==> src/rtl/ccw_sequencer.sv <==
// ccw_sequencer: walks a host-loaded channel command word (CCW) list against one
// device address. Each CCW is handed to the downstream channel. The ending status
// and residual count are collected. Command chaining continues until the list ends
// or an exception stops it. The result is reported as a channel status word (CSW).
//
// Optional build macro CCW_SEQUENCER_BUSY_RETRY_EN: when defined, a busy status
// re-issues the same CCW up to BUSY_RETRIES times before terminating.
module ccw_sequencer #(
    parameter int DEPTH_LOG2   = 4,
    parameter int BUSY_RETRIES = 3
) (
    input  logic                  clk,
    input  logic                  reset,
    input  logic                  ccw_wr_en,
    input  logic [DEPTH_LOG2-1:0] ccw_wr_addr,
    input  logic [23:0]           ccw_wr_data,
    input  logic [7:0]            device_address,
    input  logic                  go,
    input  logic                  abort,
    output logic                  busy,
    output logic                  done,
    output logic [7:0]            csw_status,
    output logic [7:0]            csw_res_count,
    output logic [DEPTH_LOG2-1:0] csw_index,
    output logic                  csw_incorrect_length,
    output logic                  csw_program_check,
    output logic                  csw_aborted,
    output logic [7:0]            address,
    output logic [7:0]            command,
    output logic [7:0]            count,
    output logic                  start_strobe,
    input  logic                  chan_complete,
    input  logic [7:0]            chan_status,
    input  logic [7:0]            chan_res_count
);

    localparam int DEPTH = 1 << DEPTH_LOG2;
    localparam logic [DEPTH_LOG2:0] LAST_INDEX = {1'b0, {DEPTH_LOG2{1'b1}}};
    localparam logic [DEPTH_LOG2:0] IDX_ONE    = (DEPTH_LOG2 + 1)'(1);
    localparam logic [DEPTH_LOG2:0] IDX_TWO    = (DEPTH_LOG2 + 1)'(2);
    localparam logic [7:0] ST_SM   = 8'h40;
    localparam logic [7:0] ST_BUSY = 8'h10;
    localparam logic [7:0] ST_UC   = 8'h02;
    localparam logic [7:0] ST_UE   = 8'h01;
    localparam logic [7:0] CMD_NOP = 8'h03;

    typedef enum logic [2:0] {
        S_IDLE,
        S_FETCH,
        S_ISSUE,
        S_WAIT,
        S_EVAL,
        S_FINISH
    } state_t;

    state_t state_reg, state_next;

    logic [23:0]           ccw_mem [DEPTH];
    logic [23:0]           ccw_rd_reg;
    logic [DEPTH_LOG2-1:0] index_reg, index_next;
    logic [DEPTH_LOG2:0]   chain_wide;
    logic [7:0]            address_reg;
    logic [7:0]            stat_reg;
    logic [7:0]            res_reg;
    logic                  abort_seen_reg;
    logic [7:0]            csw_status_reg;
    logic [7:0]            csw_res_count_reg;
    logic [DEPTH_LOG2-1:0] csw_index_reg;
    logic                  csw_il_reg;
    logic                  csw_pc_reg;
    logic                  csw_ab_reg;
    logic                  set_il, set_pc, set_ab;

    // Fields of the CCW currently held in the read register
    logic [7:0] cur_cmd;
    logic       cur_cc;
    logic       cur_sli;
    logic       unused_flags;

    assign cur_cmd      = ccw_rd_reg[23:16];
    assign cur_cc       = ccw_rd_reg[14];
    assign cur_sli      = ccw_rd_reg[13];
    assign unused_flags = ^{ccw_rd_reg[15], ccw_rd_reg[12:8]};

    // Status-modifier skips one extra entry when chaining
    assign chain_wide = {1'b0, index_reg} + (((stat_reg & ST_SM) != 8'h00) ? IDX_TWO : IDX_ONE);

`ifdef CCW_SEQUENCER_BUSY_RETRY_EN
    localparam int RW = (BUSY_RETRIES < 1) ? 1 : $clog2(BUSY_RETRIES + 1);
    logic [RW-1:0] retry_cnt_reg;
    logic          retry_ok;

    assign retry_ok = (int'(retry_cnt_reg) < BUSY_RETRIES);

    // Retry counter: cleared whenever a new index is fetched, bumped on each re-issue
    always_ff @(posedge clk) begin
        if (reset) begin
            retry_cnt_reg <= '0;
        end else if (state_reg == S_FETCH) begin
            retry_cnt_reg <= '0;
        end else if (state_reg == S_EVAL && state_next == S_ISSUE) begin
            retry_cnt_reg <= retry_cnt_reg + RW'(1);
        end
    end
`endif

    // CCW list write port; the host cannot disturb a list that is being executed
    always_ff @(posedge clk) begin
        if (ccw_wr_en && !busy) begin
            ccw_mem[ccw_wr_addr] <= ccw_wr_data;
        end
    end

    // Registered list read during FETCH; this register also drives command/count
    always_ff @(posedge clk) begin
        if (reset) begin
            ccw_rd_reg <= '0;
        end else if (state_reg == S_FETCH) begin
            ccw_rd_reg <= ccw_mem[index_reg];
        end
    end

    // Next-state and termination decision
    always_comb begin
        state_next = state_reg;
        index_next = index_reg;
        set_il     = 1'b0;
        set_pc     = 1'b0;
        set_ab     = 1'b0;
        unique case (state_reg)
            S_IDLE: begin
                if (go) begin
                    state_next = S_FETCH;
                    index_next = '0;
                end
            end
            S_FETCH: state_next = S_ISSUE;
            S_ISSUE: state_next = S_WAIT;
            S_WAIT: begin
                if (chan_complete) begin
                    state_next = S_EVAL;
                end
            end
            S_EVAL: begin
                state_next = S_FINISH;
                if ((stat_reg & ST_BUSY) != 8'h00) begin
`ifdef CCW_SEQUENCER_BUSY_RETRY_EN
                    if (retry_ok) begin
                        state_next = S_ISSUE;
                    end
`endif
                end else if ((stat_reg & (ST_UC | ST_UE)) != 8'h00) begin
                    // unit check / exception: terminate with status only
                end else if (res_reg != 8'h00 && !cur_sli && cur_cmd != CMD_NOP) begin
                    set_il = 1'b1;
                end else if (abort_seen_reg) begin
                    set_ab = 1'b1;
                end else if (cur_cc) begin
                    if (chain_wide > LAST_INDEX) begin
                        set_pc = 1'b1;
                    end else begin
                        index_next = chain_wide[DEPTH_LOG2-1:0];
                        state_next = S_FETCH;
                    end
                end
            end
            S_FINISH: state_next = S_IDLE;
            default:  state_next = S_IDLE;
        endcase
    end

    // State, index, captured channel result, abort latch and CSW registers
    always_ff @(posedge clk) begin
        if (reset) begin
            state_reg         <= S_IDLE;
            index_reg         <= '0;
            address_reg       <= '0;
            stat_reg          <= '0;
            res_reg           <= '0;
            abort_seen_reg    <= 1'b0;
            csw_status_reg    <= '0;
            csw_res_count_reg <= '0;
            csw_index_reg     <= '0;
            csw_il_reg        <= 1'b0;
            csw_pc_reg        <= 1'b0;
            csw_ab_reg        <= 1'b0;
        end else begin
            state_reg <= state_next;
            index_reg <= index_next;
            if (state_reg == S_IDLE && go) begin
                address_reg       <= device_address;
                abort_seen_reg    <= 1'b0;
                csw_status_reg    <= '0;
                csw_res_count_reg <= '0;
                csw_index_reg     <= '0;
                csw_il_reg        <= 1'b0;
                csw_pc_reg        <= 1'b0;
                csw_ab_reg        <= 1'b0;
            end else if (busy && abort) begin
                abort_seen_reg <= 1'b1;
            end
            if (state_reg == S_WAIT && chan_complete) begin
                stat_reg <= chan_status;
                res_reg  <= chan_res_count;
            end
            if (state_reg == S_EVAL) begin
                csw_status_reg    <= stat_reg;
                csw_res_count_reg <= res_reg;
                csw_index_reg     <= index_reg;
                if (set_il) csw_il_reg <= 1'b1;
                if (set_pc) csw_pc_reg <= 1'b1;
                if (set_ab) csw_ab_reg <= 1'b1;
            end
        end
    end

    assign busy                 = (state_reg == S_FETCH) || (state_reg == S_ISSUE) ||
                                  (state_reg == S_WAIT)  || (state_reg == S_EVAL);
    assign done                 = (state_reg == S_FINISH);
    assign start_strobe         = (state_reg == S_ISSUE);
    assign address              = address_reg;
    assign command              = ccw_rd_reg[23:16];
    assign count                = ccw_rd_reg[7:0];
    assign csw_status           = csw_status_reg;
    assign csw_res_count        = csw_res_count_reg;
    assign csw_index            = csw_index_reg;
    assign csw_incorrect_length = csw_il_reg;
    assign csw_program_check    = csw_pc_reg;
    assign csw_aborted          = csw_ab_reg;

endmodule

==> config.mk <==
export PLATFORM = sky130hd
export DESIGN_NAME = ccw_sequencer
export DESIGN_NICKNAME = d
export VERILOG_FILES = /design/src/rtl/ccw_sequencer.sv
export SDC_FILE = /design/constraint.sdc
export NUM_CORES = 1
export LEC_CHECK = 0
export ABC_AREA = 1
export CELL_PAD_IN_SITES_DETAIL_PLACEMENT = 0
export CELL_PAD_IN_SITES_GLOBAL_PLACEMENT = 1
export CORE_MARGIN = 1
export CORE_UTILIZATION = 46
export DETAILED_ROUTE_END_ITERATION = 16
export DONT_BUFFER_PORTS = 1
export PLACE_DENSITY = 0.78
export SLEW_MARGIN = 20
export SYNTH_ARGS = -nofsm -noshare
export SYNTH_HDL_FRONTEND = slang
export SYNTH_SLANG_ARGS = --single-unit
==> constraint.sdc <==
create_clock -name clk -period 2.75 [get_ports clk]
set_input_delay 0.55 -clock clk [delete_from_list [all_inputs] [get_ports clk]]
set_output_delay 0.55 -clock clk [all_outputs]
set_load 0.03 [all_outputs]
==> qor.txt <==
Status -> complete, no violations
Leakage power -> 5.28 nW
Delay-heaviest family, CP -> simple AND/OR/NAND/NOR gates
Die area -> 31900 um^2
Largest net degree at the start of global routing -> 126
Clock slew at reported path FFs -> 0.06 ns
Worst Hold Slack -> 0.101 ns
Busiest grt layer -> met2
Final nets -> 1303
Max-cap violations -> 0
Dominant synthesized flop cell -> edfxtp_1
Total GRT Usage -> 21.2%
Hold buffer count at CTS -> 0
Final setup violation count -> 0
Initial antenna violation count -> 0
DPL Wire Length -> 20000 um
H-tree levels -> 2
Worst hold path class -> input port to register
Starting Density -> 46.9%
Most numerous cell in the Yosys netlist -> edfxtp_1
Place WS -> 0.530 ns
Vias -> 9290
Slew headroom -> 58.4%
Leading area contributor after synthesis -> edfxtp_1
Setup WS post-layout -> 0.527 ns
Critical Path RT -> 2.93 ns
WP buf/inv -> 3
Max Transition Viols Final -> 0
Met1 Usage GRT -> 29.8%
Synthesized area -> 14400 um^2
Die X -> 179 um
WL/cell -> 20.2 um
Sink Count -> 361
Skew final -> 0.0176 ns
Post-detailed-route DRC marker count -> 0
Total CTS buffers -> 38
Die Height -> 179 um
Finished Core Util -> 52.2%
M2 GR Usage -> 33.1%
Mapped Cells -> 1253
Crit. End Element -> register
Mean Syn Cell Area -> 11.5 um^2
Row cnt -> 64
PD cells -> 842 nW/um^2
Final hold violation count -> 0
Crit path largest cell delay -> 0.45 ns
Post-cts sizing count -> 0
Setup TNS Final -> 0 ns
Core area -> 30700 um^2
Post-CTS Setup Bufs -> 0
Largest register FFs -> 288
Worst slew pin tran -> 0.621 ns
Root Driver -> clkbuf_16
Critical path's most frequent cell -> nor2_2
IO Port Bufs -> 0
Initial DRC count -> 792
Minimum clock period -> 2.22 ns
Via density -> 5.58
Bufs on Longest Clock Path -> 3
First-pass iteration count of the detailed router -> 5
Period utilisation layout -> 80.8%
GR Overflow Total -> 0
TritonCTS clock tree -> yes
M3 GR Usage -> 4.20%
IO Count -> 108
Layout cell share with drive strength beyond 1 -> 9.69%
Maximum fanout along the worst path -> 16
YS warnings -> 0
Post-Route WL -> 33700 um
CP Data Arrival Time -> 2.40 ns
Area contributors post-synth -> edfxtp_1, dfxtp_1, nor2_1
Yosys reg bits -> 361
GP Congestion -> 0.794
Fmax -> 450 MHz
Netlist cell types -> 34
CP startpoint kind -> register
Area grow syn2layout -> 11.4%
Peak VDD IR -> 0.569 mV
Synth cell count leaders -> edfxtp_1, nor2_1, o21ai_0
Crit Path Class -> register to register
Asr flop ratio synth -> 0%
Ant diodes -> 0
RSZ-0062 raised after global routing -> no
Post-synth EDFFs -> 288
Vias in the first global route -> 8618
Top-area cell type share of the netlist area -> 60.2%
Latest clock arrival within the worst-skew pair -> 0.53 ns
Crit-path cells -> nor2_2 > inv_2 > nor2_2 > inv_2 > nand2_1 > nor2_2 > nand3_1 > nor2_2 > buf_4
Slowest-stage cell, CP -> dfxtp_1
Sequential fraction of the synthesis area -> 70.4%
First-pass GRT wire length -> 50600 um
Post-Syn Nets -> 1314
# fillers -> 2622
ANT nets after route -> 0
==> path summary, 6_finish.rpt <==
check / from / end / slack, ns / depth (start not counted)
setup / recovery: state_reg[1] / ccw_mem[11][22] / 0.53 / 9
hold / removal: reset / csw_res_count[1] / 0.10 / 1
setup reg to reg: state_reg[1] / ccw_mem[11][22] / 0.53 / 9
hold reg to reg: stat_reg[3] / stat_reg[3] / 0.46 / 2
==> cells by family after synthesis <==
group | Yosys count | share of synthesized area [%]
adders and majority gates | 3 | 0.313
buffers and inverters | 143 | 4.55
xor gates and xnor gates | 1 | 0.0610
AOI/OAI and AO/OA | 296 | 12.0
DFF | 361 | 70.4
and+or+nand+nor | 449 | 12.7
==> metal layers <==
| layer | vias to the layer above | share of wire, % |
|---|---|---|
| li1 | 4427 | - |
| met1 | 4472 | 43 |
| met2 | 329 | 47 |
| met3 | 62 | 8.0 |
| met4 | 0 | 2.3 |
| met5 | - | 0 |
==> stage by stage <==
step                cells  instance area [um^2]  power (mW)
CTS                  1666                 16000        13.6
global route         1666                 16000        14.1
floorplan            1253                 14400        8.29
global placement     1598                 14900        8.83
finish               1666                 16000        13.5
detailed placement   1598                 14900        8.87
==> cells in the final DEF, fill, tap and decap left out, types with 2 or more instances in the layout <==
cell type  instances
edfxtp_1         288
nand4_1            2
o21ai_1            8
inv_2              6
nor2_2            19
clkbuf_16         39
o221ai_1          18
buf_4             35
o211ai_1          54
clkbuf_1           6
dfxtp_1           71
a21oi_1           61
o21ai_0          140
clkinv_1          15
nor2_1           219
buf_12             7
inv_1             41
nand3_1           78
nand2_1          121
nand3b_1           2
nor3_1             4
clkinv_2           5
dfxtp_4            2
o21a_1            11
ha_1               2
==> area by class of cell <==
| cell class | count | area (um^2) | area share (%) |
|---|---|---|---|
| clock buffer | 45 | 998 | 6.24 |
| clock inverter | 23 | 149 | 0.930 |
| inverter | 50 | 190 | 1.19 |
| multi-input combinational | 749 | 3650 | 22.8 |
| sequential | 361 | 10100 | 63.2 |
| tap | 396 | 495 | 3.10 |
| timing repair buffer | 42 | 403 | 2.52 |
==> worst reg2reg max path, stage by stage (launching register included) <==
cell and delay [ns]:
dfxtp_1 0.45, nor2_2 0.10, inv_2 0.08, nor2_2 0.04, inv_2 0.06, nand2_1 0.09
nor2_2 0.23, nand3_1 0.24, nor2_2 0.21, buf_4 0.37
==> where the power goes <==
part	total [mW]	internal (mW)	switching, mW
sequential	6.44	6.09	0.341
combinational	2.31	0.749	1.56
clock	4.73	2.70	2.03
total	13.5	9.54	3.93
Power figures use the tool's default switching activity.
